## config.mk

```make
export PLATFORM = sky130hd
export DESIGN_NAME = ibex_ascon_round_sequencer
export DESIGN_NICKNAME = d
export VERILOG_FILES = /design/src/rtl/ibex_ascon_round_sequencer.sv
export SDC_FILE = /design/constraint.sdc
export NUM_CORES = 1
export LEC_CHECK = 0
export ABC_AREA = 1
export CORE_AREA = 2 2 511 513
export DETAILED_ROUTE_END_ITERATION = 10
export DIE_AREA = 0 0 513 515
export PLACE_DENSITY = 0.3
export SLEW_MARGIN = 20
export SYNTH_ARGS = -nofsm -noshare
export SYNTH_HDL_FRONTEND = slang
export SYNTH_SLANG_ARGS = --single-unit
```

## constraint.sdc

```tcl
create_clock -name clk_i -period 2.2 [get_ports clk_i]
set_input_delay 0.33 -clock clk_i [delete_from_list [all_inputs] [get_ports clk_i]]
set_output_delay 0.33 -clock clk_i [all_outputs]
set_load 0.01 [all_outputs]
```

## src/rtl/ibex_ascon_round_sequencer.sv

```systemverilog
// Multi-cycle sequencer for the combinational Ascon permutation core.
// Holds the 320-bit state, feeds the core one batch of up to UNROLLED_ROUNDS
// rounds per cycle with the matching round constant, and returns the result
// through a valid/ready response channel. The state is treated as opaque bits.
// perm_meta_o layout: [10:3] = roundconstant, [2:0] = rounds (batch size - 1).
module ibex_ascon_round_sequencer #(
    parameter int unsigned UNROLLED_ROUNDS          = 1,
    parameter bit          INTERMEDIATE_MULTIPLEXER = 1'b0
) (
    input  logic           clk_i,
    input  logic           rst_i,
    input  logic           flush_i,
    input  logic           req_valid_i,
    output logic           req_ready_o,
    input  logic [319:0]   req_state_i,
    input  logic [3:0]     req_rounds_i,
    output logic           rsp_valid_o,
    input  logic           rsp_ready_i,
    output logic [319:0]   rsp_state_o,
    output logic           rsp_err_o,
    output logic           busy_o,
    output logic           perm_en_o,
    output logic [10:0]    perm_meta_o,
    output logic [319:0]   perm_state_o,
    input  logic [319:0]   perm_state_i
);

    localparam logic [3:0] UNROLL     = 4'(UNROLLED_ROUNDS);
    localparam logic [3:0] MAX_ROUNDS = 4'd12;

    typedef enum logic [1:0] {
        ST_IDLE,
        ST_RUN,
        ST_DONE
    } fsm_e;

    fsm_e         fsm_q;
    logic [319:0] state_q;
    logic [3:0]   remaining_q;
    logic [3:0]   rc_idx_q;
    logic         err_q;
    logic         req_ready_q;
    logic         rsp_valid_q;
    logic         busy_q;
    logic         perm_en_q;

    logic         rounds_legal;
    logic [3:0]   batch;
    logic [2:0]   batch_rounds;
    logic [3:0]   rc_hi;

    // Decide whether the requested round count can be executed by this core
    always_comb begin
        // NOTE: every signal driven here gets a value before any condition, so
        // no path leaves it unassigned and no latch is inferred.
        rounds_legal = (req_rounds_i != 4'd0) && (req_rounds_i <= MAX_ROUNDS);
        if (!INTERMEDIATE_MULTIPLEXER && ((req_rounds_i % UNROLL) != 4'd0)) begin
            rounds_legal = 1'b0;
        end
    end

    // Size of the current batch and the constant of its first round
    always_comb begin
        batch        = (remaining_q < UNROLL) ? remaining_q : UNROLL;
        batch_rounds = 3'(batch - 4'd1);
        rc_hi        = 4'hF - rc_idx_q;
    end

    // Core interface is gated so nothing toggles toward the core when idle
    assign perm_meta_o  = perm_en_q ? {rc_hi, ~rc_hi, batch_rounds} : 11'd0;
    assign perm_state_o = perm_en_q ? state_q : 320'd0;

    assign req_ready_o  = req_ready_q;
    assign rsp_valid_o  = rsp_valid_q;
    assign rsp_state_o  = state_q;
    assign rsp_err_o    = err_q;
    assign busy_o       = busy_q;
    assign perm_en_o    = perm_en_q;

    // Control FSM with registered handshake/enable outputs
    always_ff @(posedge clk_i) begin
        // NOTE: sequential state uses <= so each register samples the values
        // from before the edge, independent of statement order.
        if (rst_i || flush_i) begin
            fsm_q       <= ST_IDLE;
            // NOTE: the wide state register is cleared too, so an aborted
            // permutation leaves no intermediate state behind.
            state_q     <= 320'd0;
            remaining_q <= 4'd0;
            rc_idx_q    <= 4'd0;
            err_q       <= 1'b0;
            req_ready_q <= 1'b1;
            rsp_valid_q <= 1'b0;
            busy_q      <= 1'b0;
            perm_en_q   <= 1'b0;
        end else begin
            case (fsm_q)
                ST_IDLE: begin
                    if (req_valid_i) begin
                        state_q     <= req_state_i;
                        req_ready_q <= 1'b0;
                        busy_q      <= 1'b1;
                        if (rounds_legal) begin
                            remaining_q <= req_rounds_i;
                            rc_idx_q    <= MAX_ROUNDS - req_rounds_i;
                            err_q       <= 1'b0;
                            perm_en_q   <= 1'b1;
                            fsm_q       <= ST_RUN;
                        end else begin
                            // Illegal request: echo the state back with an error
                            err_q       <= 1'b1;
                            rsp_valid_q <= 1'b1;
                            fsm_q       <= ST_DONE;
                        end
                    end
                end
                ST_RUN: begin
                    state_q     <= perm_state_i;
                    remaining_q <= remaining_q - batch;
                    rc_idx_q    <= rc_idx_q + batch;
                    if (remaining_q == batch) begin
                        perm_en_q   <= 1'b0;
                        rsp_valid_q <= 1'b1;
                        fsm_q       <= ST_DONE;
                    end
                end
                ST_DONE: begin
                    if (rsp_ready_i) begin
                        rsp_valid_q <= 1'b0;
                        busy_q      <= 1'b0;
                        req_ready_q <= 1'b1;
                        fsm_q       <= ST_IDLE;
                    end
                end
                default: begin
                    fsm_q       <= ST_IDLE;
                    req_ready_q <= 1'b1;
                    rsp_valid_q <= 1'b0;
                    busy_q      <= 1'b0;
                    perm_en_q   <= 1'b0;
                end
            endcase
        end
    end

    // Protocol invariants
    a_rsp_excludes_req: assert property (@(posedge clk_i) disable iff (rst_i)
        rsp_valid_o |-> !req_ready_o);
    a_en_only_in_run: assert property (@(posedge clk_i) disable iff (rst_i)
        perm_en_o |-> (fsm_q == ST_RUN));
    a_rc_idx_range: assert property (@(posedge clk_i) disable iff (rst_i)
        rc_idx_q <= MAX_ROUNDS);
    a_full_batches: assert property (@(posedge clk_i) disable iff (rst_i)
        (perm_en_o && !INTERMEDIATE_MULTIPLEXER) |-> (perm_meta_o[2:0] == 3'(UNROLLED_ROUNDS - 1)));

endmodule

```

==> results <==
==> layout by cell type, fill, tap and decap left out, types with 80 or more instances in the layout <==
cell	count
nand2_1	745
clkdlybuf4s50_1	830
inv_2	210
o21ai_1	132
a31oi_1	321
inv_1	115
dfxtp_1	310
buf_4	182
nand2_4	159
buf_12	80
buf_6	327
nand2_2	103
o21ai_0	185
dlygate4sd2_1	114
==> where the power goes <==
| part | internal (µW) | leakage [µW] | switching (µW) |
|---|---|---|---|
| Sequential | 6410 | 0.00275 | 538 |
| Clock | 5490 | 0.000882 | 3790 |
| Combinational | 2680 | 0.0163 | 2490 |
| Total | 14600 | 0.0199 | 6830 |
==> cell families (layout without fill, tap and decap cells) <==
group / count (synthesis) / in the layout / synth area share, %
other cells: 2 / 34 / 0.04353
flops: 335 / 335 / 38.87
fa+ha+maj: 6 / 6 / 0.4787
xor+xnor: 2 / 2 / 0.1016
compound gates: 661 / 661 / 21.77
simple gates: 1052 / 1052 / 23.07
buf+inv: 560 / 2088 / 15.67
==> sequential cells by signal, indices dropped and copies added (netlist names) <==
| name | cells |
|---|---|
| rsp_valid_o | 1 |
| busy_o | 1 |
| perm_en_o | 1 |
| fsm_q | 2 |
| rsp_err_o | 1 |
| rsp_state_o | 320 |
| remaining_q | 4 |
| rc_idx_q | 4 |
| req_ready_o | 1 |
==> worst paths after layout <==
kind	startpoint	to	slack, ns	depth (start not counted)
worst min register to register	req_ready_o$_SDFFE_PP1P_	req_ready_o$_SDFFE_PP1P_	0.49	2
worst min-delay path	req_state_i[302]	rsp_state_o[302]$_SDFFE_PP0P_	0.21	3
worst max-delay path	perm_en_o$_SDFFE_PP0P_	perm_state_o[273]	-0.19	9
worst max register to register	remaining_q[3]$_SDFFE_PP0P_	rc_idx_q[1]$_SDFFE_PP0P_	0.17	12
==> per-stage QoR <==
step | hold WS, ns | util, % | setup WS (ns) | power (µW)
3_5_place_dp | 0.4894 | 13.54 | -0.01908 | 11630
2_1_floorplan | 0.4852 | - | 0.4931 | 8264
4_1_cts | 0.1043 | 15.21 | -0.3581 | 21840
5_1_grt | 0.1688 | 15.85 | -0.2816 | 22490
6_report | 0.2068 | 15.87 | -0.1881 | 21410
3_3_place_gp | 0.4890 | 13.54 | -0.01306 | 11630
==> critical path: stages (launching register included) <==
cell     delay [ns]
dfxtp_4        0.36
buf_12         0.14
buf_16         0.15
buf_12         0.15
buf_8          0.13
buf_8          0.13
buf_6          0.11
nand2_4        0.04
inv_2          0.03
buf_6          0.11
==> per-layer routing <==
layer | routed length (µm) | vias up | global-route usage [%] | share of wire [%]
met4 | 3517 | 32 | 3.093 | 1.9
met3 | 21700 | 155 | 6.813 | 12
met2 | 87340 | 1103 | 22.50 | 47
li1 | - | 11490 | - | -
met5 | 205 | - | 0 | 0.11
met1 | 74490 | 11670 | 15.39 | 40
==> timing repair <==
item / 4_1_cts / 5_1_grt
endpoints found under the hold margin: 0 / 0
gates resized for setup: 2137 / 558
gates cloned: 26 / 1
setup endpoints to repair: 459 / 320
pin swaps: 18 / 8
buffers inserted: 142 / 41
==> final cells by class <==
| cell class | count | area share, % |
|---|---|---|
| well taps | 3402 | 10.37 |
| clock inverters | 15 | 0.4543 |
| inverters | 344 | 3.326 |
| flip-flops and latches | 335 | 16.44 |
| repair buffers | 1646 | 42.46 |
| clock buffers | 83 | 3.957 |
| multi-input cells | 1725 | 22.81 |
| diodes | 30 | 0.1829 |
==> impl_metrics.json <==
{
  "fin_ws_ns": -0.1881,
  "synth_enable_flop_cells": 0,
  "cts_tree": "done",
  "synth_commonest_cells": "nand2_1, inv_1, dfxtp_1, a31oi_1, o21ai_0",
  "p_leak_uw": 0.01990,
  "nets": 4761,
  "clock_latency_ns": 0.68,
  "vias": 24440,
  "cp-start-kind": "flip-flop",
  "layout-drive-gt1-share_pct": 31.65,
  "die_w_um": 513,
  "worst_slew_pin_slew_ns": 0.5605,
  "grt_remaining_overflow": 0,
  "ys_ff_latch": 335,
  "maxCapViolations": 0,
  "synthFlopType": "dfxtp_1",
  "grt_max_degree": 98,
  "portBuffers": 1304,
  "viasPerCell": 3.225,
  "seq_area_frac_synth_pct": 38.87,
  "violations": "negative setup slack",
  "period_minus_slack_ns": 2.388,
  "status": "finished with violations",
  "dp_hpwl_um": 151500,
  "setup_viol": 205,
  "ys_warn_count": 0,
  "drc_errors": 0,
  "grt_pass1_vias": 24720,
  "area_growth_pct": 137.9,
  "hold_buffers": 0,
  "async_reset_ff_share_pct": 0,
  "grt_pass1_wl_um": 240500,
  "n_fill_cell": 29520,
  "worstPathMaxFanout": 7,
  "dp.cells": 7278,
  "hold_viol_final": 0,
  "clockBufferDepth": 3,
  "fin_setup_tns_ns": -17.03,
  "hold_path.class": "in2reg",
  "ant_nets": 0,
  "seqCellArea_um2": 6745,
  "synth_cell_types": 29,
  "track_usage_pct": 13.54,
  "synth_top_area_share_pct": 38.87,
  "ys_top_cells_by_area": "dfxtp_1, nand2_1, a31oi_1",
  "wl_per_cell_um": 24.70,
  "max_freq_ghz": 0.4187,
  "cts_made_buffers": 54,
  "endpoint_kind": "output pin",
  "ios": 1305,
  "instances_no_fill": 7580,
  "min_period_over_period_pct": 108.6,
  "initial_utilization_pct": 6.673,
  "critPathArrivalTime_ns": 2.06,
  "crit_required_ns": 1.87,
  "placed_cell_area_um2": 35010,
  "drt_wl_total_um": 187200,
  "worst_ir_drop_vdd_mv": 0.5614,
  "drtIter0Drc": 1173,
  "multi_input_area_um2": 9360,
  "rsz0062_at_grt": "yes",
  "rows": 187,
  "die_y_um": 515,
  "cts.sinks": 335,
  "clk_pin_slew_ns": 0.07,
  "syn_area_um2": 17250,
  "slew_viol_final": 0,
  "synth_top_cell_by_area": "dfxtp_1",
  "die_area_um2": 264200,
  "crit_type": "reg2out",
  "power.density_nw_per_um2": 521.8,
  "antenna_found_initial": 69,
  "routabilityCongestion": 0.8444,
  "core_um2": 258500,
  "syn_avg_cell_area_um2": 6.590,
  "syn_inst": 2618,
  "skew_ns": 0.03384,
  "synth.most_common_cell": "nand2_1",
  "htreeDepth": 2,
  "dr.pass1.iters": 5,
  "design_area_um2": 41040,
  "slew_headroom_pct": 62.35,
  "clock-root-buffer": "clkbuf_16"
}
(Power assumes the default switching activity.)
